$ cat config.mk
export PLATFORM = sky130hd
export DESIGN_NAME = lane_renderer
export DESIGN_NICKNAME = d
export VERILOG_FILES = /design/src/rtl/lane_renderer_pkg.sv /design/src/rtl/lane_scroller.sv /design/src/rtl/lane_renderer.sv
export SDC_FILE = /design/constraint.sdc
export NUM_CORES = 1
export LEC_CHECK = 0
export BUFFER_PORTS_ARGS = -buffer_cell sky130_fd_sc_hd__buf_2
export CAP_MARGIN = 10
export CORE_AREA = 2 2 152 94
export DETAILED_ROUTE_END_ITERATION = 8
export DIE_AREA = 0 0 154 96
export PLACE_DENSITY = 0.76
export RECOVER_POWER = 25
export SLEW_MARGIN = 5
export SYNTH_ARGS = -nofsm -noshare
export SYNTH_HDL_FRONTEND = slang
export SYNTH_SLANG_ARGS = --single-unit
$ cat constraint.sdc
create_clock -name clock -period 3.9 [get_ports clock]
set_input_delay 0.975 -clock clock [delete_from_list [all_inputs] [get_ports clock]]
set_output_delay 0.975 -clock clock [all_outputs]
set_load 0.1 [all_outputs]
$ cat src/rtl/lane_renderer_pkg.sv
// lane_renderer_pkg: colour and active-area constants shared by the lane renderer
package lane_renderer_pkg;
  localparam logic [9:0] H_ACTIVE = 10'd640;
  localparam logic [9:0] V_ACTIVE = 10'd480;
  localparam logic [7:0] C_BLANK     = 8'h00;
  localparam logic [7:0] C_FROG      = 8'h1C;
  localparam logic [7:0] C_OBJ       = 8'hE0;
  localparam logic [7:0] C_LANE_EVEN = 8'h49;
  localparam logic [7:0] C_LANE_ODD  = 8'h24;
  localparam logic [7:0] C_GRASS     = 8'h10;
endpackage

$ cat src/rtl/lane_scroller.sv
// lane_scroller: one lane's scroll offset plus its row-range and object-phase compare
module lane_scroller #(
  parameter int PER_LOG2 = 7,
  parameter int OBJ_LEN  = 48,
  parameter int Y_LO     = 112,
  parameter int Y_HI     = 144
) (
  input  logic       clock,
  input  logic       reset,
  input  logic       step,
  input  logic [2:0] speed,
  input  logic       dir,
  input  logic [9:0] next_x,
  input  logic [9:0] next_y,
  output logic       in_lane,
  output logic       is_obj
);
  logic [PER_LOG2-1:0] offset_q, offset_d, phase;
  // advance the offset once per frame, phase wraps naturally at the period width
  always_comb begin
    offset_d = step ? offset_q + PER_LOG2'(speed) : offset_q;
    phase    = PER_LOG2'(dir ? next_x + 10'(offset_q) : next_x - 10'(offset_q));
    in_lane  = 32'(next_y) >= Y_LO && 32'(next_y) < Y_HI;
    is_obj   = in_lane && 32'(phase) < OBJ_LEN;
  end
  // offset register, reset wins over any frame step
  always_ff @(posedge clock)
    if (reset) offset_q <= '0;
    else offset_q <= offset_d;
endmodule

$ cat src/rtl/lane_renderer.sv
// lane_renderer: draws scrolling traffic lanes and the frog, and reports frog/object overlap per frame
module lane_renderer
  import lane_renderer_pkg::*;
#(
  parameter int N_LANES  = 8,
  parameter int LANE_H   = 32,
  parameter int LANE_Y0  = 112,
  parameter int PER_LOG2 = 7,
  parameter int OBJ_LEN  = 48,
  parameter int FROG_SZ  = 16
) (
  input  logic                 clock,
  input  logic                 reset,
  input  logic [9:0]           next_x,
  input  logic [9:0]           next_y,
  input  logic                 enable,
  input  logic [3*N_LANES-1:0] lane_speed,
  input  logic [N_LANES-1:0]   lane_dir,
  input  logic [9:0]           frog_x,
  input  logic [9:0]           frog_y,
  output logic [7:0]           color_out,
  output logic                 frame_tick,
  output logic                 hit
);
  logic [N_LANES-1:0] in_lane, lane_obj, lane_odd;
  logic [7:0] color_q, color_d;
  logic sticky_q, sticky_d, hit_q, hit_d, frog, obj, off;
  for (genvar i = 0; i < N_LANES; i++) begin : g_lane
    lane_scroller #(
      .PER_LOG2(PER_LOG2),
      .OBJ_LEN (OBJ_LEN),
      .Y_LO    (LANE_Y0 + i * LANE_H),
      .Y_HI    (LANE_Y0 + (i + 1) * LANE_H)
    ) u_lane (
      .clock  (clock),
      .reset  (reset),
      .step   (frame_tick & enable),
      .speed  (lane_speed[3*i +: 3]),
      .dir    (lane_dir[i]),
      .next_x (next_x),
      .next_y (next_y),
      .in_lane(in_lane[i]),
      .is_obj (lane_obj[i])
    );
    assign lane_odd[i] = (i % 2 == 1) ? in_lane[i] : 1'b0;
  end
  // pixel classification, colour priority and per-frame overlap bookkeeping
  always_comb begin
    frame_tick = next_x == '0 && next_y == V_ACTIVE;
    off  = next_x >= H_ACTIVE || next_y >= V_ACTIVE;
    frog = 32'(next_x) >= 32'(frog_x) && 32'(next_x) < 32'(frog_x) + FROG_SZ &&
           32'(next_y) >= 32'(frog_y) && 32'(next_y) < 32'(frog_y) + FROG_SZ;
    obj  = |lane_obj;
    color_d  = off ? C_BLANK : frog ? C_FROG : obj ? C_OBJ :
               |lane_odd ? C_LANE_ODD : |in_lane ? C_LANE_EVEN : C_GRASS;
    sticky_d = frame_tick ? 1'b0 : sticky_q | (frog & obj);
    hit_d    = frame_tick ? sticky_q : hit_q;
  end
  // registered pixel colour and overlap flags
  always_ff @(posedge clock)
    if (reset) begin
      color_q  <= '0;
      sticky_q <= 1'b0;
      hit_q    <= 1'b0;
    end else begin
      color_q  <= color_d;
      sticky_q <= sticky_d;
      hit_q    <= hit_d;
    end
  assign color_out = color_q;
  assign hit       = hit_q;
endmodule
==> metrics, run 1 <==
outcome complete, but fails checks; failing checks capacitance limit, slew limit; Max Clk Rate 305 MHz; grt peak-use layer met2; Routed Antenna Nets 0; Power Dens Cells 239 nW/um2; CP Max Fanout 10; first-pass GRT wire length 25600 um; core area 13400 um2; Avg WL per Cell 14.7 um; Post-layout nets 1074; layout cells sized above 1 about 16%; Die Span X 154 um; Placed Instance Area 7230 um2; post-synth top area cell ha_1; Max transition margin -7.36%; Worst Setup SP next_x[2]; CTS tree done; Final Hold Vio Count 0; min Tclk post-route 3.28 ns; sw frac 27.4%; post-synthesis sequential area ratio about a fifth; syn nets between 1000 and 1500; Switch Pwr a little under 0.5 mW; min-delay src sticky_q$_SDFF_PP0_; final count of pins violating max slew 57; CP Launch Type primary input; Worst Tran Pin Value ~1.6 ns; Clock Sinks 65; Non-Filler Instances 1065; CP Data Arrival Time approximately 2.3 ns; cts bufs inserted 9; Rows 33; GR Util met3 under 10%; CTS Root Cell clkbuf_16; Flop pwr share 37.4%; dpl cells 1049; synth-to-layout area growth 11.3%; Core Util, Final 55.7%; Final WS setup 0.625 ns; Worst VDD drop 0.000190 V; DRT Wirelength about 16000 um; clk_lat worst skew 0.34 ns; initial antenna violation count 0; combinational share of power roughly 17%; Hold Crit Class reg2reg; Final setup viols 0; H-tree levels 3; Required @ worst endpoint 2.92 ns; pre-CTS WS 0.565 ns; Starting Density about 50%; Post-Synthesis Cells 817; CTS hold repair buffers 0; Final HPWL DP approximately 12000 um; post_cts resized 0; fin area 7470 um2; total gr overflow 0; GRT met2 Usage 33.5%; clock power share a little under half; Ys Warns 0; Mapped Avg Cell Area 8.22 um2; met1 Resource Use GR 30.9%; Longest Clk Path Bufs 2; vias in the first global route 5221; leakage 3.51 nW; num ports 85; Total Routing Usage GR 21.7%; Critical Path End Type primary output; Crit Path Class in2out; via count around 5600; max-cap violation count 1; setup bufs post-CTS 0; RSZ-0062 raised after global routing no; Synth top area share 19.7%; CTS clk-pin slew, worst paths roughly 0.050 ns; Design Power 1.78 mW; drt first-iter violations between 200 and 300; number of synthesized flops with an enable pin 0; Fin Hold WS 0.460 ns; largest net degree at the start of global routing 59; ys async rst share 0%; Cell Area, Synth between 6000 and 7000 um2; router iterations before antenna repair 5; Int Pwr 1.29 mW; GPL Wtd Cong 0.835; DIE AREA 14800 um2; setup tns final 0 ns; Worst Clk Skew 0.00602 ns; Via density 5.27; Final Cycle Share 84.0%; Die Span Y 96 um; Area contributors post-synth ha_1 (20%), dfxtp_1 (19%), xor2_1 (9.4%); worst r2r src g_lane[0].u_lane.offset_q[1]$_SDFFE_PP0P_; DRC viols 0; synth unique cells 57; number of diodes 0; top_reg_cell synth dfxtp_1; FF+latch count, synth between 60 and 70; IO Port Bufs 83
-- sequential cells by signal, summed over array words and instances (netlist names) --
register	count
hit	1
sticky_q	1
g_lane.u_lane.offset_q	56
color_out	7
-- cells by family (layout without fill, tap and decap cells) --
logic type	Yosys count	in the layout	share of synthesized area, %
xor gates and xnor gates	114	114	14.9
AOI/OAI and AO/OA	143	143	13.9
DFF	65	65	19.4
other	1	1	0.0558
buffers and inverters	86	159	5.61
adders and majority gates	114	114	22.1
muxes	9	9	1.49
and+or+nand+nor	285	285	22.6
-- worst paths after layout --
kind	slack, ns	end	cells after the start
setup / recovery	0.62	frame_tick	5
setup reg to reg	0.96	color_out[2]$_SDFF_PP0_	12
hold reg to reg	0.46	sticky_q$_SDFF_PP0_	2
hold / removal	0.46	sticky_q$_SDFF_PP0_	2
-- worst max-delay path, stage by stage --
cell,delay [ns]
buf_2,0.21
nor4_1,0.29
nand2_1,0.12
nor3_2,0.24
buf_2,0.47
-- cells in the mapped netlist, types with 3 or more instances --
master / count
a2111oi_0: 4
a211oi_1: 3
a211oi_2: 8
a21o_1: 22
a21oi_1: 62
a22oi_1: 4
a31oi_1: 9
and3_1: 3
buf_4: 6
buf_6: 4
clkbuf_1: 16
dfxtp_1: 65
fa_1: 8
ha_1: 106
inv_1: 58
mux2_2: 8
nand2_1: 26
nand3_1: 33
nor2_1: 120
nor2_4: 16
nor2b_1: 20
nor3_1: 31
nor3_2: 8
nor3b_1: 8
nor3b_2: 3
nor4_1: 3
o21ai_0: 13
o21ai_1: 3
xnor2_1: 42
xor2_1: 72
-- cell usage in the layout (no fill, tap or decap), types with 2 or more instances in the layout --
cell       netlist  final
nor2b_1         20     20
nor3b_1          8      8
fa_1             8      8
o21ai_1          3      3
a21o_1          22     22
xnor2_1         42     42
nor3_1          31     32
a211oi_1         3      3
nand3_1         33     33
clkinv_2         0      2
xor2_1          72     72
o211ai_1         2      2
a211oi_2         8      8
dfxtp_1         65     65
clkbuf_1        16     11
a2111oi_0        4      4
nor3b_2          3      3
a32oi_1          2      2
a22oi_1          4      4
a22o_1           2      2
nor2_4          16     16
nand2_1         26     26
ha_1           106    106
nor4_1           3      3
clkbuf_16        0      9
mux2_2           8      8
nor3_2           8      8
o21a_1           2      2
o21ai_0         13     13
a21oi_1         62     62
nor2_1         120    120
a2111o_1         2      2
and3_1           3      3
inv_1           58     58
nand2b_1         2      2
a31oi_1          9      9
buf_2            1     76
-- power groups by stage --
stage	registers, mW	clock network, mW	logic, mW
2_1_floorplan	0.696	0	0.179
3_3_place_gp	0.681	0	0.296
3_5_place_dp	0.681	0	0.300
4_1_cts	0.667	0.828	0.303
5_1_grt	0.667	0.857	0.338
6_report	0.667	0.813	0.303
-- final cells by class --
| cell class | count | area, um2 |
|---|---|---|
| clock inverters | 3 | 40.0 |
| fillers | 1240 | 5940 |
| well taps | 175 | 219 |
| clock buffers | 13 | 250 |
| flip-flops and latches | 65 | 1300 |
| multi-input cells | 666 | 5030 |
| repair buffers | 85 | 418 |
| inverters | 58 | 218 |
-- per-layer routing --
layer / wire (um) / share of wire [%]
met1: 8110 / 52
met5: 0 / 0
met2: 6530 / 42
met4: 125 / 0.80
met3: 838 / 5.4
Note: power is estimated with default switching activity, not from simulation.
==> run 2: changes to the inputs <==
==> constraint.sdc (replaced) <==
create_clock -name clock -period 3.2 [get_ports clock]
set_input_delay 0.8 -clock clock [delete_from_list [all_inputs] [get_ports clock]]
set_output_delay 0.8 -clock clock [all_outputs]
set_load 0.1 [all_outputs]
==> metrics, run 2 (synthesis results as in run 1) <==
outcome finished clean; DRT Wirelength 15600 um; largest stage delay on the critical path 0.39 ns; crit path cell chain inv_1, ha_1, mux2_2, ha_1, nand3_1, a211oi_2, xor2_1, a211oi_1, a22oi_1, nand4_2, nor3b_1, buf_4; clk_lat worst skew 0.34 ns; Avg WL per Cell about 15 um; core area 13400 um2; Reg2Reg Depth 12; min Tclk post-route slightly below 3 ns; Die Span X 154 um; Non-Filler Instances 1070; Die Span Y 96 um; Clock Sinks between 60 and 70; leading cell type in the layout, fill and taps excluded nor2_1; hold path cells 2; Worst Clk Skew 0.00820 ns; Most Frequent Cell on Critical Path ha_1; worst-case hold path end point sticky_q$_SDFF_PP0_; CTS tree done; largest net degree at the start of global routing 57; Slowest-stage cell, CP dfxtp_1; Starting Density 50.1%; IO Port Bufs 83; Worst VDD drop ~0.00023 V; Most flops, register g_lane.u_lane.offset_q; final count of pins violating max slew 0; H-tree levels 3; grt peak-use layer met2; leakage ~3.6 nW; CP Max Fanout 6; Required @ worst endpoint ~3.5 ns; Max transition margin 21.0%; synth-to-layout area growth 12.9%; Longest Clk Path Bufs 2; r2r setup slk 0.22 ns; router iterations before antenna repair 5; GRT met2 Usage 33.6%; number of diodes 0; Max Clk Rate between 300 and 400 MHz; Critical Path End Type flop; Hold Crit Class reg2reg; Final Hold Vio Count 0; GPL Wtd Cong 0.857; layout cells sized above 1 16.6%; DIE AREA between 10000 and 15000 um2; drt first-iter violations 404; max-cap violation count 0; Fill cells roughly 1300; CP Launch Type flop; GR Util met3 4.05%; dpl cells 1054; Rows 33; Final setup viols 0; setup tns final 0 ns; Via density 5.24; Post-layout nets about 1100; total gr overflow 0; Final WS setup 0.218 ns; Total Routing Usage GR 22.5%; vias in the first global route 5266; DRC viols 0; CP Data Arrival Time 3.27 ns; CTS Root Cell clkbuf_16; via count 5611; Final Cycle Share 93.2%; Crit Path Class reg2reg; worst r2r src g_lane[3].u_lane.offset_q[1]$_SDFFE_PP0P_; num ports 85; first-pass GRT wire length between 20000 and 30000 um; Multi-input gate area 5040 um2; Reg area 1300 um2; met1 Resource Use GR 33.1%; min-delay src sticky_q$_SDFF_PP0_; Final HPWL DP 11600 um; pre-CTS WS about 0.036 ns; max reg flops 56; Routed Antenna Nets 0; CTS clk-pin slew, worst paths 0.05 ns; Worst Tran Pin Value about 1.2 ns; Power Dens Cells 303 nW/um2; RSZ-0062 raised after global routing no; initial antenna violation count 0; Critical R2R Capture color_out[0]$_SDFF_PP0_; most frequent cells in the layout nor2_1 (120), ha_1 (106), buf_2 (74); cts bufs inserted 9
## run 2: power by group
| group | internal (mW) | switching (mW) |
|---|---|---|
| Clock | 0.722 | 0.384 |
| Combinational | 0.148 | 0.229 |
| Sequential | 0.812 | 0.000965 |
| Total | 1.68 | 0.613 |
## run 2: how the worst max path moves through the flow
stage / from / endpoint / slack (ns)
after floorplan: next_y[4] / frame_tick / 0.31
after global placement: lane_dir[0] / color_out[3]$_SDFF_PP0_ / 0.06
after detailed placement: lane_dir[3] / color_out[0]$_SDFF_PP0_ / 0.04
after CTS: g_lane[0].u_lane.offset_q[1]$_SDFFE_PP0P_ / color_out[2]$_SDFF_PP0_ / 0.20
after global routing: g_lane[1].u_lane.offset_q[1]$_SDFFE_PP0P_ / color_out[0]$_SDFF_PP0_ / 0.0007
final: g_lane[3].u_lane.offset_q[1]$_SDFFE_PP0P_ / color_out[0]$_SDFF_PP0_ / 0.22
## run 2: per-stage QoR
step	cell area (um2)	utilization (%)	total power, mW	hold slack, ns
after floorplan	6730	-	1.07	0.423
after global placement	7280	54.3	1.20	0.472
after detailed placement	7280	54.3	1.20	0.468
after CTS	7610	56.7	2.30	0.474
after global routing	7580	56.5	2.40	0.497
final	7580	56.5	2.29	0.490
## run 2: cell type report
type                            count  share of cell area, %
Timing Repair Buffer               90                   6.24
Sequential cell                    65                   17.2
Inverter                           58                   2.87
Clock inverter                      5                   1.02
Multi-Input combinational cell    666                   66.5
Tap cell                          175                   2.89
Clock buffer                       11                   3.33
## run 2: what timing repair did
item	4_1_cts	5_1_grt
hold buffers	0	0
setup buffers	0	0
setup endpoints to repair	0	3
resized for setup	0	4
## run 2: per-layer routing
metal | wire [um] | part of all wire [%]
met2 | 6420 | 41
met4 | 180 | 1.2
met5 | 0 | 0
met1 | 8060 | 52
met3 | 937 | 6.0
## run 2: critical path: cells and delay by family (launching register included)
kind | cells | cell delay [ns]
AOI/OAI and AO/OA | 3 | 0.67
xor gates and xnor gates | 1 | 0.17
adders and majority gates | 2 | 0.56
buffers and inverters | 2 | 0.24
DFF | 1 | 0.39
muxes | 1 | 0.28
and+or+nand+nor | 3 | 0.61
